## src/rtl/encoder_16x4_stream_pkg.sv

```systemverilog
// encoder_pkg: shared sizes, vector/index/count types, FSM states and popcount for the 16x4 stream encoder.
package encoder_pkg;
   localparam int N = 16;
   localparam int W = $clog2(N);
   typedef logic [N-1:0] req_vec_t;
   typedef logic [W-1:0] idx_t;
   typedef logic [W:0]   cnt_t;
   typedef enum logic {IDLE, EMIT} state_t;
   function automatic cnt_t popcount(input req_vec_t v);
      cnt_t c;
      c = '0;
      for (int i = 0; i < N; i++) c = c + cnt_t'(v[i]);
      return c;
   endfunction
endpackage

```

## src/rtl/encoder_16x4_stream_prio.sv

```systemverilog
// priority_encoder_16x4: first set bit of vec at or after start, wrapping modulo N.
module priority_encoder_16x4 import encoder_pkg::*; (
   input  logic [N-1:0] vec,
   input  logic [W-1:0] start,
   output logic         found,
   output logic [W-1:0] index
);
   logic [2*N-1:0] dbl;
   req_vec_t       rot;
   idx_t           off;
   // Rotating right by start turns the wrapped search into a plain lowest-bit search.
   always_comb begin
      dbl = {vec, vec} >> start;
      rot = dbl[N-1:0];
      off = '0;
      for (int i = N - 1; i >= 0; i--) off = rot[i] ? idx_t'(i) : off;
      found = |vec;
      index = off + start;
   end
endmodule

```

## src/rtl/encoder_16x4_stream.sv

```systemverilog
// encoder_16x4_stream: merges request vectors into a pending set and streams binary indices over valid/ready.
// Define ROUND_ROBIN_EN for rotating priority; otherwise lowest index always wins.
module encoder_16x4_stream import encoder_pkg::*; (
   input  logic         clk,
   input  logic         rst_n,
   input  logic         load,
   input  logic [N-1:0] load_vec,
   input  logic         flush,
   output logic         out_valid,
   input  logic         out_ready,
   output logic [W-1:0] out_index,
   output logic [W:0]   pend_cnt,
   output logic         busy
);
   state_t   state, state_nxt;
   req_vec_t pending, cand, pend_nxt;
   idx_t     sel, start, idx_nxt;
   logic     found, free, grant;

`ifdef ROUND_ROBIN_EN
   idx_t last_granted;
   assign start = last_granted + idx_t'(1);
   always_ff @(posedge clk or negedge rst_n)
      if (!rst_n) last_granted <= idx_t'(N - 1);
      else if (grant) last_granted <= sel;
`else
   assign start = '0;
`endif

   priority_encoder_16x4 u_prio (
      .vec   (cand),
      .start (start),
      .found (found),
      .index (sel)
   );

   // Held index is excluded from pending, so a reload of it queues a fresh emission.
   always_comb begin
      cand      = pending | (load ? load_vec : '0);
      free      = (state == IDLE) | out_ready;
      grant     = !flush & free & found;
      pend_nxt  = flush ? '0 : grant ? cand & ~(req_vec_t'(1) << sel) : cand;
      idx_nxt   = flush ? '0 : grant ? sel : out_index;
      state_nxt = (flush | (free & !found)) ? IDLE : grant ? EMIT : state;
   end

   always_ff @(posedge clk or negedge rst_n)
      if (!rst_n) begin
         state     <= IDLE;
         pending   <= '0;
         out_index <= '0;
         pend_cnt  <= '0;
         busy      <= 1'b0;
      end else begin
         state     <= state_nxt;
         pending   <= pend_nxt;
         out_index <= idx_nxt;
         pend_cnt  <= popcount(pend_nxt);
         busy      <= (state_nxt == EMIT) | (|pend_nxt);
      end

   assign out_valid = (state == EMIT);
endmodule

```

## config.mk

```make
export PLATFORM = sky130hd
export DESIGN_NAME = encoder_16x4_stream
export DESIGN_NICKNAME = d
export VERILOG_FILES = /design/src/rtl/encoder_16x4_stream_pkg.sv /design/src/rtl/encoder_16x4_stream_prio.sv /design/src/rtl/encoder_16x4_stream.sv
export SDC_FILE = /design/constraint.sdc
export NUM_CORES = 1
export LEC_CHECK = 0
export CAP_MARGIN = 30
export CORE_ASPECT_RATIO = 1.2
export CORE_MARGIN = 4
export CORE_UTILIZATION = 57
export CTS_CLUSTER_DIAMETER = 50
export DETAILED_ROUTE_END_ITERATION = 8
export GPL_TIMING_DRIVEN = 1
export PLACE_DENSITY_LB_ADDON = 0.2
export SKIP_LAST_GASP = 1
export SYNTH_ARGS = -nofsm -noshare
export SYNTH_HDL_FRONTEND = slang
export SYNTH_HIERARCHICAL = 1
export SYNTH_SLANG_ARGS = --single-unit
```

## constraint.sdc

```tcl
create_clock -name clk -period 9.15 [get_ports clk]
set_clock_uncertainty 0.2 [all_clocks]
set_input_delay 2.2875 -clock clk [delete_from_list [all_inputs] [get_ports clk]]
set_output_delay 2.2875 -clock clk [all_outputs]
set_load 0.05 [all_outputs]
```

==> impl_metrics.toml <==
[status]
status = "complete, no violations"

[cts]
cts_tree = "done"
clk_pin_slew_ns = 0.10
max-clock-path-buffers = 2
clock_sinks = 27
h-tree-depth = 1
clock_latency_ns = 0.28
numCtsBuffers = 3
cts_hold_buffers = 0
clockRootBuffer = "clkbuf_8"

[power_and_ir_drop]
peakVddDrop_v = 0.000166
power_switching_w = 0.000290
p_sw_frac = 0.444
seqPwrFrac = 0.224
p_leak_nw = 1.69
power.internal_w = 0.000363
power_w = 0.000652
clkPwrFrac = 0.107
p_per_area_mw_per_mm2 = 186
combPwrFrac = 0.669

[synthesis]
seq_area_frac_synth = 0.238
syn_inst = 266
yosysMostFrequentCell = "inv_1"
syn_area_per_cell_um2 = 10.7
syn-cell-area_mm2 = 0.00283
ys_ff_latch = 27
synth_edf_count = 0
synthArstFlopShare = 1.00
yosysTopAreaCellShare = 0.238
yosys_warnings = 6
synth_commonest_cells = "40 x inv_1, 27 x dfrtp_1, 19 x a21oi_1"
synth_area_leaders = "dfrtp_1 24%, mux4_2 11%, mux4_1 9.3%"
yosysTopAreaCell = "dfrtp_1"
ys_types = 56
synthFlopType = "dfrtp_1"

[detailed_routing]
viasPerCell = 6.10
first_pass_iters = 4
remaining_drc_errors = 0
first_iter_violations = 115
vias = 2380
antenna_left = 0
wirelength_mm = 7.29
wl_per_cell_um = 18.7

[floorplanning]
start_util = 0.604
row_count = 27
die_y_um = 85.2
coreArea_mm2 = 0.00470
die_w_um = 72.4
num_io_pins = 32
die_area_mm2 = 0.00617

[critical_path]
end_kind = "flop"
worst-path-max-fanout = 16
startpoint_type = "primary input"
worstPathArrival_ns = 8.99
required_ns = 9.18
crit_type = "primary input to flop"

[placement]
place_inst = 384
gp_congestion = 0.938
portBuffers = 31
pre_cts_ws_ns = -0.151
dp_hpwl_mm = 6.04

[cells_and_area]
area_growth_pct = 23.6
final_nets = 374
layout-drive-gt1-share = 0.229
n_antenna_cell = 0
fin_cells = 390

[worst_hold_path]
hold_class = "flop to flop"

[timing]
finalWorstSetupSlack_ns = 0.189
period_needed_ns = 8.96
min_period_over_period = 0.979
worst_pin_slew_ns = 0.724
fmax_mhz = 112
slew_headroom = 0.514
slew_viol_final = 0
hold_viol_final = 0
setup_viol = 0

[global_routing]
grt_pass1_vias = 2531
grt_pass1_wl_mm = 12.3
track_usage = 0.255
use_met2 = 0.476
grt_start_max_net_pins = 28
met3_usage = 0.0178
antenna_found_initial = 0
grt-ovfl-total = 0
busiest_layer = "met2"
globalRouteMet1Util = 0.300

[run]
maxCapViolCount = 0
timing repair:
item | CTS | global route
buffers inserted | 0 | 2
gates resized for setup | 0 | 6
setup endpoints to repair | 0 | 4
critical path, stage by stage:
cell and delay, ns:
clkdlybuf4s50_1 0.39, buf_4 0.19, a21oi_1 0.20, inv_1 0.09, mux4_1 0.54, mux4_2 0.50
nor2_2 0.15, nand3_1 0.14, nor3b_1 0.17, o31a_1 0.25, ha_1 0.33, xor2_2 0.18
and2_1 0.21, a311o_1 0.41, fa_1 0.56, fa_1 0.43, fa_1 0.52, inv_1 0.06
fa_1 0.49, ha_1 0.17, inv_1 0.05, fa_1 0.40, nor2b_1 0.14, o21a_1 0.11
sequential cells by signal (all words and copies together), names as in the netlist:
signal	cells
out_valid	1
out_index	4
busy	1
pending	16
pend_cnt	5
routing by layer:
layer  vias up  routed length, um
met5         -                  0
met4         0                240
met3        21                215
met2        75               4040
met1      1183               2790
li1       1101                  -
path summary, 6_finish.rpt:
kind / start / endpoint / slack, ns / cells after the start
setup reg to reg: pending[13] / pend_cnt[4] / 2.45 / 22
min in group asynchronous: rst_n / pend_cnt[3] / 2.16 / 2
setup / recovery: load / pend_cnt[4] / 0.19 / 24
hold reg to reg: out_index[0] / out_index[0] / 0.35 / 2
hold / removal: out_index[0] / out_index[0] / 0.35 / 2
max in group asynchronous: rst_n / pending[12] / 6.32 / 2
layout make-up:
cell class                 instances  area [um^2]
clock buffer                       3         41.3
timing repair buffer              68          588
inverter                          41          154
sequential                        27          676
fill                             358         1190
multi-input combinational        192         1960
tap                               58         72.6
clock inverter                     1         7.51
logic make-up after synthesis:
| group | count (synthesis) | share of synthesized area |
|---|---|---|
| other | 1 | 0.00132 |
| DFF | 27 | 0.238 |
| muxes | 45 | 0.283 |
| xor gates and xnor gates | 5 | 0.0155 |
| adders and majority gates | 20 | 0.117 |
| and+or+nand+nor | 57 | 0.120 |
| buffers and inverters | 56 | 0.0879 |
| AOI/OAI and AO/OA | 55 | 0.137 |
layout by cell type, fill, tap and decap left out, types with 9 or more instances in the layout:
cell type / n
mux4_2: 14
mux4_1: 10
ha_1: 9
mux2i_1: 11
buf_4: 37
conb_1: 10
a21oi_1: 18
a311o_1: 9
inv_1: 40
fa_1: 11
dfrtp_1: 27
nand2_1: 9
clkdlybuf4s50_1: 31
per-stage QoR:
step | cell area, um^2 | utilization | hold WS [ns] | setup TNS, ns
3_5_place_dp | 3420 | 0.728 | 0.337 | -0.334
2_1_floorplan | 2870 | - | 0.426 | 0
3_3_place_gp | 3420 | 0.728 | 0.334 | 0
4_1_cts | 3470 | 0.738 | 0.353 | 0
5_1_grt | 3500 | 0.746 | 0.405 | -0.0268
6_report | 3500 | 0.746 | 0.348 | 0
power groups by stage:
| stage | Combinational [W] | Sequential (W) | Clock [W] |
|---|---|---|---|
| after detailed placement | 0.000422 | 0.000149 | 0 |
| final | 0.000437 | 0.000146 | 0.0000695 |
| after global placement | 0.000412 | 0.000149 | 0 |
| after floorplan | 0.000237 | 0.000196 | 0 |
| after CTS | 0.000424 | 0.000146 | 0.0000707 |
| after global routing | 0.000472 | 0.000149 | 0.0000762 |
Power figures use the tool's default switching activity.
